**src/rtl/audipus_spi_pkg.sv**
```systemverilog
// rtl/audipus_spi_pkg.sv - shared SPI state encoding and clock mode constants
package audipus_spi_pkg;

    typedef enum logic [2:0] {
        ST_IDLE  = 3'd0,
        ST_SETUP = 3'd1,
        ST_SHIFT = 3'd2,
        ST_HOLD  = 3'd3,
        ST_GAP   = 3'd4
    } spi_state_e;

    // Mode 0: SCLK idles low, data sampled on the leading edge
    localparam logic SPI_CPOL = 1'b0;
    localparam logic SPI_CPHA = 1'b0;

endpackage

```
**src/rtl/spi_sclk_gen.sv**
```systemverilog
// rtl/spi_sclk_gen.sv - SCLK half-period divider with leading/trailing edge strobes
module spi_sclk_gen
    import audipus_spi_pkg::*;
#(
    parameter int CLK_DIV = 4
) (
    input  logic clk,
    input  logic reset,
    input  logic en,
    output logic rise_stb,
    output logic fall_stb,
    output logic sclk
);

    localparam int CNT_W = (CLK_DIV > 2) ? $clog2(CLK_DIV) : 1;
    localparam logic [CNT_W-1:0] CNT_LAST = CNT_W'(CLK_DIV - 1);

    logic [CNT_W-1:0] cnt_q, cnt_d;
    logic             sclk_q, sclk_d;
    logic             half_end;

    // Strobes are asserted in the cycle whose closing edge toggles SCLK
    assign half_end = en && (cnt_q == CNT_LAST);
    assign rise_stb = half_end && (sclk_q == SPI_CPOL);
    assign fall_stb = half_end && (sclk_q != SPI_CPOL);
    assign sclk     = sclk_q;

    always_comb begin
        cnt_d  = '0;
        sclk_d = SPI_CPOL;
        if (en) begin
            cnt_d  = half_end ? '0 : cnt_q + 1'b1;
            sclk_d = half_end ? ~sclk_q : sclk_q;
        end
    end

    always_ff @(posedge clk or posedge reset) begin
        if (reset) begin
            cnt_q  <= '0;
            sclk_q <= SPI_CPOL;
        end else begin
            cnt_q  <= cnt_d;
            sclk_q <= sclk_d;
        end
    end

endmodule

```
**src/rtl/spi_master_byte.sv**
```systemverilog
// rtl/spi_master_byte.sv - byte-oriented mode-0 SPI master with streaming TX and pulsed RX
module spi_master_byte
    import audipus_spi_pkg::*;
#(
    parameter int CLK_DIV = 4,
    parameter int LEN_W   = 8
) (
    input  logic             clk,
    input  logic             reset,
    input  logic             start,
    input  logic [LEN_W-1:0] xfer_len,
    input  logic [7:0]       tx_data,
    output logic             tx_ready,
    output logic [7:0]       rd_data,
    output logic             rd_valid,
    output logic             busy,
    output logic             done,
    output logic             spi_cs_n,
    output logic             spi_sclk,
    output logic             spi_mosi,
    input  logic             spi_miso
);

    localparam int WAIT_W = (CLK_DIV > 2) ? $clog2(CLK_DIV) : 1;
    localparam logic [WAIT_W-1:0] WAIT_LAST = WAIT_W'(CLK_DIV - 1);

    spi_state_e       state_q, state_d;
    logic [WAIT_W-1:0] wait_q, wait_d;
    logic [LEN_W-1:0] byte_cnt_q, byte_cnt_d;
    logic [2:0]       bit_cnt_q, bit_cnt_d;
    logic [7:0]       tx_sr_q, tx_sr_d;
    logic [7:0]       rx_sr_q, rx_sr_d;
    logic [7:0]       rd_data_q, rd_data_d;
    logic             rd_valid_q, rd_valid_d;
    logic             tx_ready_q, tx_ready_d;
    logic             busy_q, busy_d;
    logic             done_q, done_d;
    logic             cs_n_q, cs_n_d;

    logic rise_stb, fall_stb, sample_stb, shift_stb;
    logic start_ok, wait_last, last_byte, byte_end;

    spi_sclk_gen #(
        .CLK_DIV (CLK_DIV)
    ) u_sclk_gen (
        .clk      (clk),
        .reset    (reset),
        .en       (state_q == ST_SHIFT),
        .rise_stb (rise_stb),
        .fall_stb (fall_stb),
        .sclk     (spi_sclk)
    );

    assign sample_stb = SPI_CPHA ? fall_stb : rise_stb;
    assign shift_stb  = SPI_CPHA ? rise_stb : fall_stb;
    assign start_ok   = start && (xfer_len != '0);
    assign wait_last  = (wait_q == WAIT_LAST);
    assign last_byte  = (byte_cnt_q == LEN_W'(1));
    assign byte_end   = shift_stb && (bit_cnt_q == 3'd7);

    always_ff @(posedge clk or posedge reset) begin
        if (reset) begin
            state_q <= ST_IDLE;
        end else begin
            state_q <= state_d;
        end
    end

    always_comb begin
        state_d = state_q;
        case (state_q)
            ST_IDLE:  if (start_ok)              state_d = ST_SETUP;
            ST_SETUP: if (wait_last)             state_d = ST_SHIFT;
            ST_SHIFT: if (byte_end && last_byte) state_d = ST_HOLD;
            ST_HOLD:  if (wait_last)             state_d = ST_GAP;
            ST_GAP:   if (wait_last)             state_d = ST_IDLE;
            default:                             state_d = ST_IDLE;
        endcase
    end

    always_comb begin
        wait_d     = '0;
        byte_cnt_d = byte_cnt_q;
        bit_cnt_d  = bit_cnt_q;
        tx_sr_d    = tx_sr_q;
        rx_sr_d    = rx_sr_q;
        rd_data_d  = rd_data_q;
        rd_valid_d = 1'b0;
        tx_ready_d = 1'b0;
        busy_d     = busy_q;
        done_d     = 1'b0;
        cs_n_d     = cs_n_q;
        case (state_q)
            ST_IDLE: begin
                if (start_ok) begin
                    byte_cnt_d = xfer_len;
                    bit_cnt_d  = 3'd0;
                    tx_sr_d    = tx_data;
                    tx_ready_d = 1'b1;
                    busy_d     = 1'b1;
                    cs_n_d     = 1'b0;
                end
            end
            ST_SETUP: begin
                if (!wait_last) wait_d = wait_q + 1'b1;
            end
            ST_SHIFT: begin
                if (sample_stb) rx_sr_d = {rx_sr_q[6:0], spi_miso};
                if (shift_stb) begin
                    bit_cnt_d = bit_cnt_q + 3'd1;
                    if (bit_cnt_q == 3'd7) begin
                        rd_data_d  = rx_sr_q;
                        rd_valid_d = 1'b1;
                        // Counts down to zero on the last byte and stops there
                        byte_cnt_d = byte_cnt_q - 1'b1;
                        if (!last_byte) begin
                            tx_sr_d    = tx_data;
                            tx_ready_d = 1'b1;
                        end
                    end else begin
                        tx_sr_d = {tx_sr_q[6:0], 1'b0};
                    end
                end
            end
            ST_HOLD: begin
                if (wait_last) cs_n_d = 1'b1;
                else           wait_d = wait_q + 1'b1;
            end
            ST_GAP: begin
                if (wait_last) begin
                    done_d = 1'b1;
                    busy_d = 1'b0;
                end else begin
                    wait_d = wait_q + 1'b1;
                end
            end
            default: ;
        endcase
    end

    always_ff @(posedge clk or posedge reset) begin
        if (reset) begin
            wait_q     <= '0;
            byte_cnt_q <= '0;
            bit_cnt_q  <= 3'd0;
            tx_sr_q    <= 8'h00;
            rx_sr_q    <= 8'h00;
            rd_data_q  <= 8'h00;
            rd_valid_q <= 1'b0;
            tx_ready_q <= 1'b0;
            busy_q     <= 1'b0;
            done_q     <= 1'b0;
            cs_n_q     <= 1'b1;
        end else begin
            wait_q     <= wait_d;
            byte_cnt_q <= byte_cnt_d;
            bit_cnt_q  <= bit_cnt_d;
            tx_sr_q    <= tx_sr_d;
            rx_sr_q    <= rx_sr_d;
            rd_data_q  <= rd_data_d;
            rd_valid_q <= rd_valid_d;
            tx_ready_q <= tx_ready_d;
            busy_q     <= busy_d;
            done_q     <= done_d;
            cs_n_q     <= cs_n_d;
        end
    end

    assign tx_ready = tx_ready_q;
    assign rd_data  = rd_data_q;
    assign rd_valid = rd_valid_q;
    assign busy     = busy_q;
    assign done     = done_q;
    assign spi_cs_n = cs_n_q;
    assign spi_mosi = tx_sr_q[7];

endmodule

```
**config.mk**
```make
export PLATFORM = sky130hd
export DESIGN_NAME = spi_master_byte
export DESIGN_NICKNAME = d
export VERILOG_FILES = /design/src/rtl/audipus_spi_pkg.sv /design/src/rtl/spi_sclk_gen.sv /design/src/rtl/spi_master_byte.sv
export SDC_FILE = /design/constraint.sdc
export NUM_CORES = 1
export LEC_CHECK = 0
export ABC_AREA = 1
export CAP_MARGIN = 20
export CORE_MARGIN = 4
export CORE_UTILIZATION = 45
export DETAILED_ROUTE_END_ITERATION = 16
export PLACE_DENSITY = 0.72
export SLEW_MARGIN = 20
export SYNTH_ARGS = -nofsm -noshare
export SYNTH_HDL_FRONTEND = slang
export SYNTH_HIERARCHICAL = 1
export SYNTH_SLANG_ARGS = --single-unit
```
**constraint.sdc**
```tcl
create_clock -name clk -period 1.9 [get_ports clk]
set_input_delay 0.285 -clock clk [delete_from_list [all_inputs] [get_ports clk]]
set_output_delay 0.285 -clock clk [all_outputs]
set_load 0.005 [all_outputs]
```
==> results.txt, run 1 <==
The tools report the arrival time at the worst endpoint as 1.94 ns. The flip-flop and latch count after synthesis came out at 48. For the total number of nets in the final design, the log shows 379. The critical path goes through nor2_4 > nand2_4 > inv_4 > buf_4 > nand2_4 > nand2_4 > nand2_2 > nand2_1 > nand2_1. The number of enable-type register cells in the synthesized netlist is 0, and the gate count of the mapped netlist is 314.

The dominant cell type by area after synthesis is sky130_fd_sc_hd__dfrtp_1. Antenna diode count: 0. At the end of routability-driven placement, the weighted congestion stood at 0.849.

The first global-routing pass estimated 8540 um of wire. For the distinct cell type count of the synthesized netlist, the log shows 29. The clock slew at the register clock pins of the worst setup and hold paths is 0.10 ns, and the post-placement cell count is 415. The worst setup path is captured at a register. The tree built by TritonCTS fans out to 48 sinks. The final instance area came out at 0.00306 sq mm. The placed instances occupy a cell area of 0.00292 sq mm.

In this run the number of H-tree levels came out at 2. In this run the critical register-to-register path is launched from state_q[2]. The critical path is of the register to register type.

Summing every instance area after synthesis gives 0.00250 sq mm. Leaving out filler cells and counting taps, the final layout contains 423. Counting flops with an async set or reset pin after synthesis yields a share of 100%. The number of maximum-capacitance constraint violations was 0. At the pin with the least slew margin, the transition time is 0.408 ns. The per-cell via count in the routed design is 4.86. Setup repair after global routing left no endpoint under its margin.

Across the VDD grid, the largest voltage drop is 0.492 mV. Area of the die: 0.00681 sq mm. The most instantiated flip-flop cell in the synthesis netlist is sky130_fd_sc_hd__dfrtp_1. Summed over all layers, the global routing overflow is 0. The initial antenna violation count is 0, and the portion of synthesized cell area occupied by the leading cell type is 47.0%. For the final hold violation count, the log shows 0. By instance count, the cell type seen most on the critical path is sky130_fd_sc_hd__nand2_4.

For the buffer depth of the longest clock path, the log shows 2. Together, buffers and inverters on the worst path number 2. The number of DRC violations after detailed-routing iteration 0 is 85, and the remaining design rule violation count is 0.

The slowest library cell on the worst path is sky130_fd_sc_hd__dfrtp_2. The die is 82.6 um tall. The tree is rooted in a sky130_fd_sc_hd__clkbuf_8. The worst pin sits at a relative slew slack of 72.7%. Summing over every cut layer, the via total after detailed routing is 2054.

The capture point of the worst reg-to-reg path was byte_cnt_q[6]. STA puts the critical path data required time at 2.10 ns. The half-perimeter wire length after detailed placement came out at 3630 um. Static timing analysis puts the maximum clock frequency at 0.574 GHz.

For this design the static power due to leakage is 1.52 nW. The number of clock buffers added by TritonCTS is 5. The post-route netlist has 10.8% of its cells at a drive strength greater than 1. Startpoint type of the worst setup path: a register. The final-report setup violation count is 0, and the post-synthesis sequential area ratio is 48.1%. The floorplan step defined a core boundary enclosing 0.00524 sq mm.

For the I/O pin count, the log shows 35. The logs give 16.2% for the all-layer global routing usage and 0 for the remaining number of nets flagged by the antenna check after routing. The peak per-stage delay on the critical path came out at 0.47 ns.

The total of buffers placed on input and output ports was 34; the post-synthesis net count was 341. For the initial cell density of the core, the log shows 47.8%. TritonCTS built the clock tree. The Yosys step of the flow raised 6 warnings. By count the netlist is led by sky130_fd_sc_hd__nand2_1 (110), sky130_fd_sc_hd__dfrtp_1 (47), sky130_fd_sc_hd__inv_1 (35). Summed over all layers, the routed wires come to 5070 um. The most numerous cell in the Yosys netlist is sky130_fd_sc_hd__nand2_1.

The run finished with clean final reports. For this design the ratio of total power to cell area is 1260 mW/mm^2. The worst hold path belongs to the class primary input to async pin. The floorplan has 26 rows.

The final routed wire length divided by cell count works out to 12.0 um. The cell depth of the worst flop-to-flop path is 9, and the register-to-register path setup slack is 0.16 ns. The pin count of the biggest net entering global routing is 41. The growth of design area from synthesis to finish is 22.5%. The width of the die is 82.6 um, and the worst setup skew after layout is 0.0122 ns. The tools report the number of global-route vias before repair as 1916. The average cell area after synthesis was 7.97 sq um; the final number of max-transition violations was 0.

The share of the clock period used by the worst path after layout was 91.6%. By area the synthesized netlist is led by sky130_fd_sc_hd__dfrtp_1 (47%), sky130_fd_sc_hd__nand2_1 (17%), sky130_fd_sc_hd__nand3_1 (5.6%), sky130_fd_sc_hd__inv_1 (5.3%), sky130_fd_sc_hd__o21ai_0 (4.6%). Clock period minus final worst setup slack: 1.74 ns. Summed over all failing endpoints, the final setup total negative slack is 0 ns. Before antenna repair, the detailed router went through 4 iterations. In this run the worst path has a maximum fanout of 18. Cell type group with the largest total delay on the critical path: simple AND/OR/NAND/NOR gates. Clock latency on the worst-skew pair, taken at its later pin, is 0.31 ns.
## power by group
group	switching (mW)	leakage, nW	internal (mW)
logic	0.909	0.826	0.560
clock network	0.359	0.0687	0.530
registers	0.217	0.628	1.27
total	1.49	1.52	2.36
## metal layers
layer,track usage (%),up-vias,wire [um]
met1,22.9,941,2480
met5,0,-,0
met3,2.93,9,202
met4,5.39,0,74
met2,24.9,39,2310
li1,-,1065,-
## cell families after synthesis
family | share of synthesized area, %
adder cells (fa/ha/maj) | 3.50
flip-flops | 48.1
buffers and inverters | 7.30
AO/OA/AOI/OAI | 9.45
AND/OR/NAND/NOR | 31.7
## worst reg2reg max path, stage by stage, from the launching register on
cell and delay, ns:
sky130_fd_sc_hd__dfrtp_2 0.47, sky130_fd_sc_hd__nor2_4 0.17, sky130_fd_sc_hd__nand2_4 0.07, sky130_fd_sc_hd__inv_4 0.05, sky130_fd_sc_hd__buf_4 0.23, sky130_fd_sc_hd__nand2_4 0.13, sky130_fd_sc_hd__nand2_4 0.19, sky130_fd_sc_hd__nand2_2 0.15
sky130_fd_sc_hd__nand2_1 0.10, sky130_fd_sc_hd__nand2_1 0.05
## through the flow
stage	utilization, %	setup slack, ns	hold WS [ns]	power [mW]
after global placement	55.8	0.148	0.424	2.93
after floorplan	-	0.00704	0.0386	2.57
final	58.5	0.159	0.165	3.85
after CTS	58.4	0.116	0.163	3.88
after detailed placement	55.8	0.103	0.428	2.96
after global routing	58.5	0.0171	0.169	4.17
## cell type report
| type | count | area (sq um) |
|---|---|---|
| fill | 493 | 2170 |
| sequential | 48 | 1200 |
| multi-input combinational | 223 | 1120 |
| timing repair buffer | 37 | 375 |
| inverter | 37 | 141 |
| tap | 70 | 87.6 |
| clock buffer | 5 | 68.8 |
| clock inverter | 3 | 68.8 |
## registers in the layout, indices dropped and copies added (netlist names), 2 cells and up
signal / count
bit_cnt_q: 3
byte_cnt_q: 8
rd_data: 8
rx_sr_q: 8
state_q: 3
tx_sr_q: 8
u_sclk_gen/cnt_q: 2
wait_q: 2
## cells in the final DEF (no fill, tap or decap), types with 2 or more instances in the layout
cell type / n
sky130_fd_sc_hd__nand2_2: 3
sky130_fd_sc_hd__nor2_1: 20
sky130_fd_sc_hd__o22ai_1: 2
sky130_fd_sc_hd__nand2_1: 110
sky130_fd_sc_hd__nor2_4: 3
sky130_fd_sc_hd__buf_4: 2
sky130_fd_sc_hd__bufinv_16: 2
sky130_fd_sc_hd__a21oi_1: 3
sky130_fd_sc_hd__nand4_1: 3
sky130_fd_sc_hd__clkdlybuf4s50_1: 34
sky130_fd_sc_hd__dfrtp_1: 46
sky130_fd_sc_hd__o21ai_2: 8
sky130_fd_sc_hd__nand3_1: 28
sky130_fd_sc_hd__nor2_2: 2
sky130_fd_sc_hd__o21ai_0: 23
sky130_fd_sc_hd__nand2_4: 3
sky130_fd_sc_hd__clkbuf_8: 5
sky130_fd_sc_hd__ha_1: 7
sky130_fd_sc_hd__inv_1: 34
## how the worst max path moves through the flow
stage | slack [ns] | startpoint | end | depth (start not counted)
5_1_grt | 0.02 | state_q[2] | byte_cnt_q[3] | 9
2_1_floorplan | 0.007 | state_q[2] | rd_data[1] | 12
3_3_place_gp | 0.15 | xfer_len[5] | byte_cnt_q[0] | 10
4_1_cts | 0.12 | state_q[2] | byte_cnt_q[5] | 10
6_report | 0.16 | state_q[2] | byte_cnt_q[6] | 9
3_5_place_dp | 0.10 | xfer_len[6] | byte_cnt_q[0] | 10
## timing repair
item / CTS / global route
setup buffers: 0 / 0
hold buffers: 0 / 0
setup endpoints to repair: 0 / 9
gates resized for setup: 0 / 2
No activity file was read; power rests on OpenSTA's default activity.
==> inputs of run 2 (changes only) <==
--- a/config.mk
+++ b/config.mk
@@ -9,6 +9,7 @@
 export CAP_MARGIN = 20
 export CORE_MARGIN = 4
 export CORE_UTILIZATION = 45
+export CTS_CLUSTER_SIZE = 10
 export DETAILED_ROUTE_END_ITERATION = 16
 export PLACE_DENSITY = 0.72
 export SLEW_MARGIN = 20
==> results of run 2 <==
No change in the layout: final DEF, timing and power equal those of run 1.
